$ cat src/rtl/branch_resolve_ctrl.sv
// rtl/branch_resolve_ctrl.sv - single-branch resolve/redirect/flush/trap sequencer
// Optional counters enabled by defining BRANCH_STATS_EN.
module branch_resolve_ctrl #(
  parameter int XLEN          = 32,
  parameter bit RESET_PC_ZERO = 1
) (
  input  logic            clk,
  input  logic            rst,
  input  logic            br_valid,
  output logic            br_ready,
  input  logic [XLEN-1:0] br_pc,
  input  logic [XLEN-1:0] br_rs1_val,
  input  logic [XLEN-1:0] br_rs2_val,
  input  logic [12:0]     br_imm,
  input  logic [2:0]      br_control,
  input  logic            br_pred_taken,
  output logic            resolve_valid,
  output logic            resolve_taken,
  output logic            resolve_mispredict,
  output logic            redirect_valid,
  output logic [XLEN-1:0] redirect_pc,
  input  logic            redirect_ready,
  output logic            flush,
  output logic            trap_valid,
  output logic [XLEN-1:0] trap_pc,
  input  logic            trap_ack
`ifdef BRANCH_STATS_EN
  ,
  output logic [31:0]     stat_branches,
  output logic [31:0]     stat_taken,
  output logic [31:0]     stat_mispredicts
`endif
);

  typedef enum logic [2:0] {IDLE, EVAL, REDIRECT, FLUSH, TRAP, DONE} state_t;

  state_t          state, state_nxt;
  logic [XLEN-1:0] pc_q, rs1_q, rs2_q, redir_pc_q;
  logic [12:0]     imm_q;
  logic [2:0]      ctrl_q;
  logic            pred_q;
  logic            accept, taken, misaligned, mispredict;
  logic [XLEN-1:0] target, fallthrough;

  assign accept = br_valid & (state == IDLE);

  always_comb begin
    target      = pc_q + {{(XLEN-13){imm_q[12]}}, imm_q};
    fallthrough = pc_q + XLEN'(4);
    case (ctrl_q)
      3'd1:    taken = (rs1_q != rs2_q);
      3'd2:    taken = ($signed(rs1_q) <  $signed(rs2_q));
      3'd3:    taken = ($signed(rs1_q) >= $signed(rs2_q));
      3'd4:    taken = (rs1_q <  rs2_q);
      3'd5:    taken = (rs1_q >= rs2_q);
      default: taken = (rs1_q == rs2_q);
    endcase
    // a misaligned taken target traps instead of redirecting, so it is never a mispredict
    misaligned = taken & target[1];
    mispredict = ~misaligned & (taken != pred_q);
  end

  always_ff @(posedge clk or posedge rst) begin
    if (rst) state <= IDLE;
    else     state <= state_nxt;
  end

  always_comb begin
    state_nxt = state;
    case (state)
      IDLE:     if (accept) state_nxt = EVAL;
      EVAL: begin
        if (misaligned)      state_nxt = TRAP;
        else if (mispredict) state_nxt = REDIRECT;
        else                 state_nxt = DONE;
      end
      REDIRECT: if (redirect_ready) state_nxt = FLUSH;
      FLUSH:    state_nxt = IDLE;
      TRAP:     if (trap_ack) state_nxt = IDLE;
      DONE:     state_nxt = IDLE;
      default:  state_nxt = IDLE;
    endcase
  end

  always_comb begin
    br_ready       = (state == IDLE);
    redirect_valid = (state == REDIRECT);
    flush          = (state == FLUSH);
    trap_valid     = (state == TRAP);
    redirect_pc    = (state == REDIRECT) ? redir_pc_q : '0;
    trap_pc        = (state == TRAP)     ? pc_q       : '0;
  end

  always_ff @(posedge clk or posedge rst) begin
    if (rst) begin
      resolve_valid      <= 1'b0;
      resolve_taken      <= 1'b0;
      resolve_mispredict <= 1'b0;
    end else begin
      resolve_valid      <= (state == EVAL);
      resolve_taken      <= (state == EVAL) & taken;
      resolve_mispredict <= (state == EVAL) & mispredict;
    end
  end

  // operand/PC registers; reset clearing is optional since control state alone gates all outputs
  generate
    if (RESET_PC_ZERO) begin : g_data_rst
      always_ff @(posedge clk or posedge rst) begin
        if (rst) begin
          pc_q <= '0; rs1_q <= '0; rs2_q <= '0; redir_pc_q <= '0;
          imm_q <= '0; ctrl_q <= '0; pred_q <= 1'b0;
        end else begin
          if (accept) begin
            pc_q <= br_pc; rs1_q <= br_rs1_val; rs2_q <= br_rs2_val;
            imm_q <= br_imm; ctrl_q <= br_control; pred_q <= br_pred_taken;
          end
          if (state == EVAL) redir_pc_q <= taken ? target : fallthrough;
        end
      end
    end else begin : g_data_norst
      always_ff @(posedge clk) begin
        if (accept) begin
          pc_q <= br_pc; rs1_q <= br_rs1_val; rs2_q <= br_rs2_val;
          imm_q <= br_imm; ctrl_q <= br_control; pred_q <= br_pred_taken;
        end
        if (state == EVAL) redir_pc_q <= taken ? target : fallthrough;
      end
    end
  endgenerate

`ifdef BRANCH_STATS_EN
  always_ff @(posedge clk or posedge rst) begin
    if (rst) begin
      stat_branches    <= '0;
      stat_taken       <= '0;
      stat_mispredicts <= '0;
    end else if (resolve_valid) begin
      stat_branches    <= stat_branches + 32'd1;
      stat_taken       <= stat_taken + {31'd0, resolve_taken};
      stat_mispredicts <= stat_mispredicts + {31'd0, resolve_mispredict};
    end
  end
`endif

endmodule

$ cat config.mk
export PLATFORM = sky130hd
export DESIGN_NAME = branch_resolve_ctrl
export DESIGN_NICKNAME = d
export VERILOG_FILES = /design/src/rtl/branch_resolve_ctrl.sv
export SDC_FILE = /design/constraint.sdc
export NUM_CORES = 1
export LEC_CHECK = 0
export CORE_UTILIZATION = 47
export CTS_CLUSTER_DIAMETER = 120
export CTS_CLUSTER_SIZE = 20
export DETAILED_ROUTE_END_ITERATION = 7
export PLACE_DENSITY = 0.85
export SLEW_MARGIN = 20
export SYNTH_ARGS = -nofsm -noshare
export SYNTH_HDL_FRONTEND = slang
export SYNTH_SLANG_ARGS = --single-unit
$ cat constraint.sdc
create_clock -name clk -period 5.06 [get_ports clk]
set_input_delay 1.012 -clock clk [delete_from_list [all_inputs] [get_ports clk]]
set_output_delay 1.012 -clock clk [all_outputs]
set_load 0.1 [all_outputs]
; ---- Word-level counts from Yosys, hierarchy flattened
; Index checks and enable logic that the tools add are counted.
[word_totals]
ff_bits = 151
out_inout_bits = 71
[classes]
n_addsub = 2
order_cmp = 4
n_eq_ne = 15
muxes = 10
bitwise = 6
reduce_logical = 2
[ops]
columns = cell, n
row1 = 32-bit two-way mux, 3
row2 = 32-bit greater-or-equal comparator, 2
row3 = 32-bit less-than comparator, 2
row4 = "32-bit by 3-bit adder with 32-bit output, second input constant", 1
row5 = 32-bit adder, 1
row6 = 32-bit equality test, 1
row7 = 32-bit != test, 1
row8 = 3-bit two-way mux, 5
row9 = "3-bit by 2-bit equality test with 1-bit output, second input constant", 4
row10 = 3-bit case mux with 4 select lines, 1
row11 = "3-bit equality test, second input constant", 3
row12 = "3-bit by 1-bit equality test with 1-bit output, second input constant", 2
row13 = "2-bit by 1-bit != test with 1-bit output, second input constant", 3
row14 = 1-bit bitwise AND, 5
row15 = 1-bit case mux with 5 select lines, 1
row16 = 3-bit logical NOT, 1
row17 = 3-bit AND reduction, 1
row18 = 1-bit != test, 1
row19 = 1-bit inverter, 1

; ---- Depth between registers and ports, before layout
; Gate-level depths: netlist (run 1).
[logic_depth]
depth_word = 8
ltp_mapped = 14

; ---- Worst setup path before layout (run 1)
; Ideal clock, no wire load.
[synth_timing]
path_kind = reg2reg
startpoint = register state[0]
endpoint = register ctrl_q[0]
setup_ns = 0.125
t_arrival_ns = 3.834
required_ns = 4.935
setup_slack_ns = 1.101
path_stages_with_launch = 6
n_path_buf = 2
period_less_slack_ns = 3.959
cell_sequence = dfrtp_1 nor3_1 and2_1 clkbuf_1 clkbuf_1 mux2_2
[synth_between]
elab_chain_cells = 2
[synth_rtl]
columns = element, line
row1 = from (decl), 37  ; state_t state, state_nxt;
row2 = from (signal assigned), 65  ; else state <= state_nxt;
row3 = 3-bit logical NOT, --
row4 = net br_ready, 10  ; output logic br_ready,
row5 = 1-bit bitwise AND, 45  ; assign accept = br_valid & (state == IDLE);
row6 = to (signal assigned), 116  ; imm_q <= br_imm; ctrl_q <= br_control; pred_q <= br_pred_taken;
row7 = to (decl), 40  ; logic [2:0] ctrl_q;
; The timed path passes the listed nets, and every way through them passes these cells.
; A chain may end at the register's enable or synchronous reset.

; ---- Final worst setup path (run 1)
[layout_timing]
startpoint = register state[1]
endpoint = output port trap_pc[11]
[layout_between]
elab_chain_cells = 2
[layout_rtl]
columns = element, line
row1 = 3-bit equality test, 91  ; trap_pc = (state == TRAP) ? pc_q : '0;
row2 = 32-bit two-way mux, 91
row3 = to (decl), 25  ; output logic [XLEN-1:0] trap_pc,
; No other way between the ends.

==> results of run 1 <==
cell type report:
| type | count | area [sq um] | area share |
|---|---|---|---|
| clock buffers | 17 | 425.4 | 0.03561 |
| multi-input cells | 717 | 5105 | 0.4273 |
| clock inverters | 15 | 182.7 | 0.01529 |
| flip-flops and latches | 151 | 3779 | 0.3163 |
| well taps | 260 | 325.3 | 0.02723 |
| repair buffers | 195 | 1957 | 0.1638 |
| inverters | 45 | 172.7 | 0.01445 |
kinds of logic after synthesis:
group | after synthesis
flip-flops | 151
multiplexers | 85
AND/OR/NAND/NOR | 278
adder cells (fa/ha/maj) | 65
XOR/XNOR | 51
buffers and inverters | 87
AO/OA/AOI/OAI | 238
per-stage QoR:
step	setup slack [ns]	cell area [sq um]	utilization
floorplan	1.101	9198	-
global placement	1.203	11330	0.5978
detailed placement	1.116	11330	0.5978
CTS	0.7201	11940	0.6298
global route	0.5548	11950	0.6302
finish	0.7494	11950	0.6302
worst max-delay path: stages, from the launching register on:
cell	delay, ns
dfrtp_1	0.42
nor3b_2	0.75
buf_4	0.39
and2_1	0.18
clkdlybuf4s50_1	1.13
cells in the mapped netlist, types with 18 or more instances:
cell	count	area share
ha_1	64	0.087
mux2_2	80	0.098
nand2_1	92	0.038
dfrtp_1	151	0.41
o21ai_0	71	0.039
a21oi_1	79	0.043
xnor2_1	29	0.028
nand3_1	30	0.016
xor2_1	22	0.021
inv_1	44	0.018
nor2_1	29	0.012
clkbuf_1	37	0.015
and2_1	66	0.045
a21o_1	18	0.015
per-layer routing:
| metal | vias to the layer above | GRT usage | share of wire |
|---|---|---|---|
| met5 | - | 0 | 0 |
| met4 | 0 | 0.08036 | 0.019 |
| met3 | 36 | 0.04657 | 0.043 |
| met2 | 228 | 0.4024 | 0.48 |
| met1 | 3712 | 0.3162 | 0.46 |
| li1 | 3733 | - | - |
sequential cells by signal (all words and copies together), names as in the netlist:
signal / cells
resolve_mispredict: 1
redir_pc_q: 32
pred_q: 1
resolve_taken: 1
resolve_valid: 1
state: 3
pc_q: 32
ctrl_q: 3
rs2_q: 32
imm_q: 13
rs1_q: 32
how the worst max path moves through the flow:
stage,startpoint,to
finish,state[1],trap_pc[11]
global placement,state[1],trap_pc[15]
floorplan,state[0],ctrl_q[0]
CTS,state[1],trap_pc[11]
detailed placement,rs1_q[27],redir_pc_q[20]
global route,state[1],trap_pc[15]
power by group through the flow:
stage	logic [W]	registers [W]	clock network (W)
detailed placement	0.00571	0.00236	0
floorplan	0.00447	0.00225	0
CTS	0.00578	0.00234	0.00131
global route	0.00639	0.00243	0.00136
global placement	0.00556	0.00232	0
finish	0.00583	0.00235	0.00130
==> impl_metrics.csv, run 1 <==
group,metric,value,unit
timing,holdWs,0.4735,ns
cts,root_buffer,"clkbuf_16",
pwr,p_int,0.004825,W
pwr,switchingPower,0.004649,W
timing,rsz0062_at_grt,"false",
timing,tightest_slew,1.021,ns
cts,ctsResizeCount,0,
placement,dp.cells,1368,
yosys,async_flop_share,1.000,
grt,gr-total-overflow,0,
floorplanning,die_w,141.9,microns
yosys,synth-edff-count,0,
critical_path,critPathRequiredTime,4.05,ns
yosys,synthAdderAreaFrac,0.08928,
yosys,synthFlopType,"dfrtp_1",
pwr,p_comb_frac,0.615,
critical_path,arrival,3.30,ns
layout,final_cells,1400,
grt,grt_pass1_vias,7789,
placement,dp_hpwl,16.46,mm
hold_path,min_to,"redir_pc_q[0]",
yosys,synth_top_family_by_area,"compound AO/OA/AOI/OAI gates",
drt,vias,7709,
timing,slew_violations,0,
timing,fin_crit_sh,0.8519,
floorplanning,core,0.01896,sq mm
yosys,synth_area,0.009194,sq mm
timing,finClkSkew,0.01211,ns
critical_path,r2r-end,"redir_pc_q[20]",
grt,antenna_found_initial,0,
placement,io_buffers,188,
critical_path,worst_r2r_path_depth,11,
floorplanning,die-height,141.9,microns
yosys,syn_inst,955,
cts,cts_setup_buffers,0,
cts,clockBufferDepth,2,
critical_path,rrSetupSlack,1.25,ns
grt,grt_pass1_wl,38.38,mm
cts,insertion_delay,0.44,ns
layout,diodes,0,
placement,gp_congestion,0.8782,
pwr,sequentialPowerShare,0.248,
drt,drt_first_pass_iters,7,
yosys,synthSimpleGateAreaFrac,0.1545,
yosys,synth-xor-area-share,0.04858,
pwr,ir_drop,0.3828,mV
yosys,syn_avg_cell_area,9.627,sq um
layout,area_growth,29.94,%
timing,final_hold_viol_count,0,
cts,ctsHoldBuffers,0,
drt,ant_nets,0,
drt,drtIter0Drc,553,
critical_path,crit_path_end_kind,"output port",
layout,layout_common_cells,"187 x clkdlybuf4s50_1, 151 x dfrtp_1, 92 x nand2_1",
yosys,synth_cell_types,65,
yosys,muxShareOfSynthArea,0.1040,
cts,clock_sinks,151,
cts,clk_pin_slew_worst_paths,0.07,ns
hold_path,whs_path_depth,2,
hold_path,hold_path_class,"flip-flop to flip-flop",
grt,grt_max_degree,152,
timing,relSlewSlack,0.3169,
timing,fin_setup_tns,0,ns
cts,cts_made_buffers,17,
floorplanning,die-area,0.02012,sq mm
yosys,synth_compound_gate_area_share,0.1564,
layout,final_common_cell,"clkdlybuf4s50_1",
timing,setup_viol,0,
layout,drive_gt1_frac,0.1219,
pwr,swShare,0.4907,
timing,fmax,0.2320,GHz
layout,final_nets,1310,
timing,period_needed,4.311,ns
floorplanning,num_io_pins,189,
layout,n_fill_cell,1522,
yosys,syn_nets,1138,
floorplanning,rows,50,
pwr,p_leak,5.087,nW
cts,h-tree-depth,4,
cts,cts_tree,"built",
hold_path,hold_path.startpoint,"redir_pc_q[0]",
drt,viasPerCell,5.506,
critical_path,reg2reg_from,"rs1_q[27]",
drt,drc_errors,0,
floorplanning,initial_core_util,0.4850,
pwr,p_clk_frac,0.137,
run,maxCapViolations,0,
critical_path,path_class,"flip-flop to output port",
grt,grtUsageTotal,0.2418,
yosys,synth_seq_cells,151,
critical_path,startpoint_type,"flip-flop",
drt,wl_per_cell,16.82,microns
pwr,power,0.009474,W
pwr,power_density,793.0,mW/mm^2
run_status,status,"complete, no violations",
yosys,yosys_warnings,0,
critical_path,path_max_fanout,20,
yosys,synth_seq_area_share,0.4110,
drt,drt_wl_total,23.54,mm
(Power assumes the default switching activity.)
==> run 2, diff against run 1 <==
--- a/config.mk
+++ b/config.mk
@@ -6,6 +6,7 @@
 export NUM_CORES = 1
 export LEC_CHECK = 0
 export CORE_UTILIZATION = 47
+export CTS_BUF_LIST = sky130_fd_sc_hd__clkbuf_16
 export CTS_CLUSTER_DIAMETER = 120
 export CTS_CLUSTER_SIZE = 20
 export DETAILED_ROUTE_END_ITERATION = 7
==> results of run 2 <==
Final layout, timing and power as in run 1 (identical DEF).
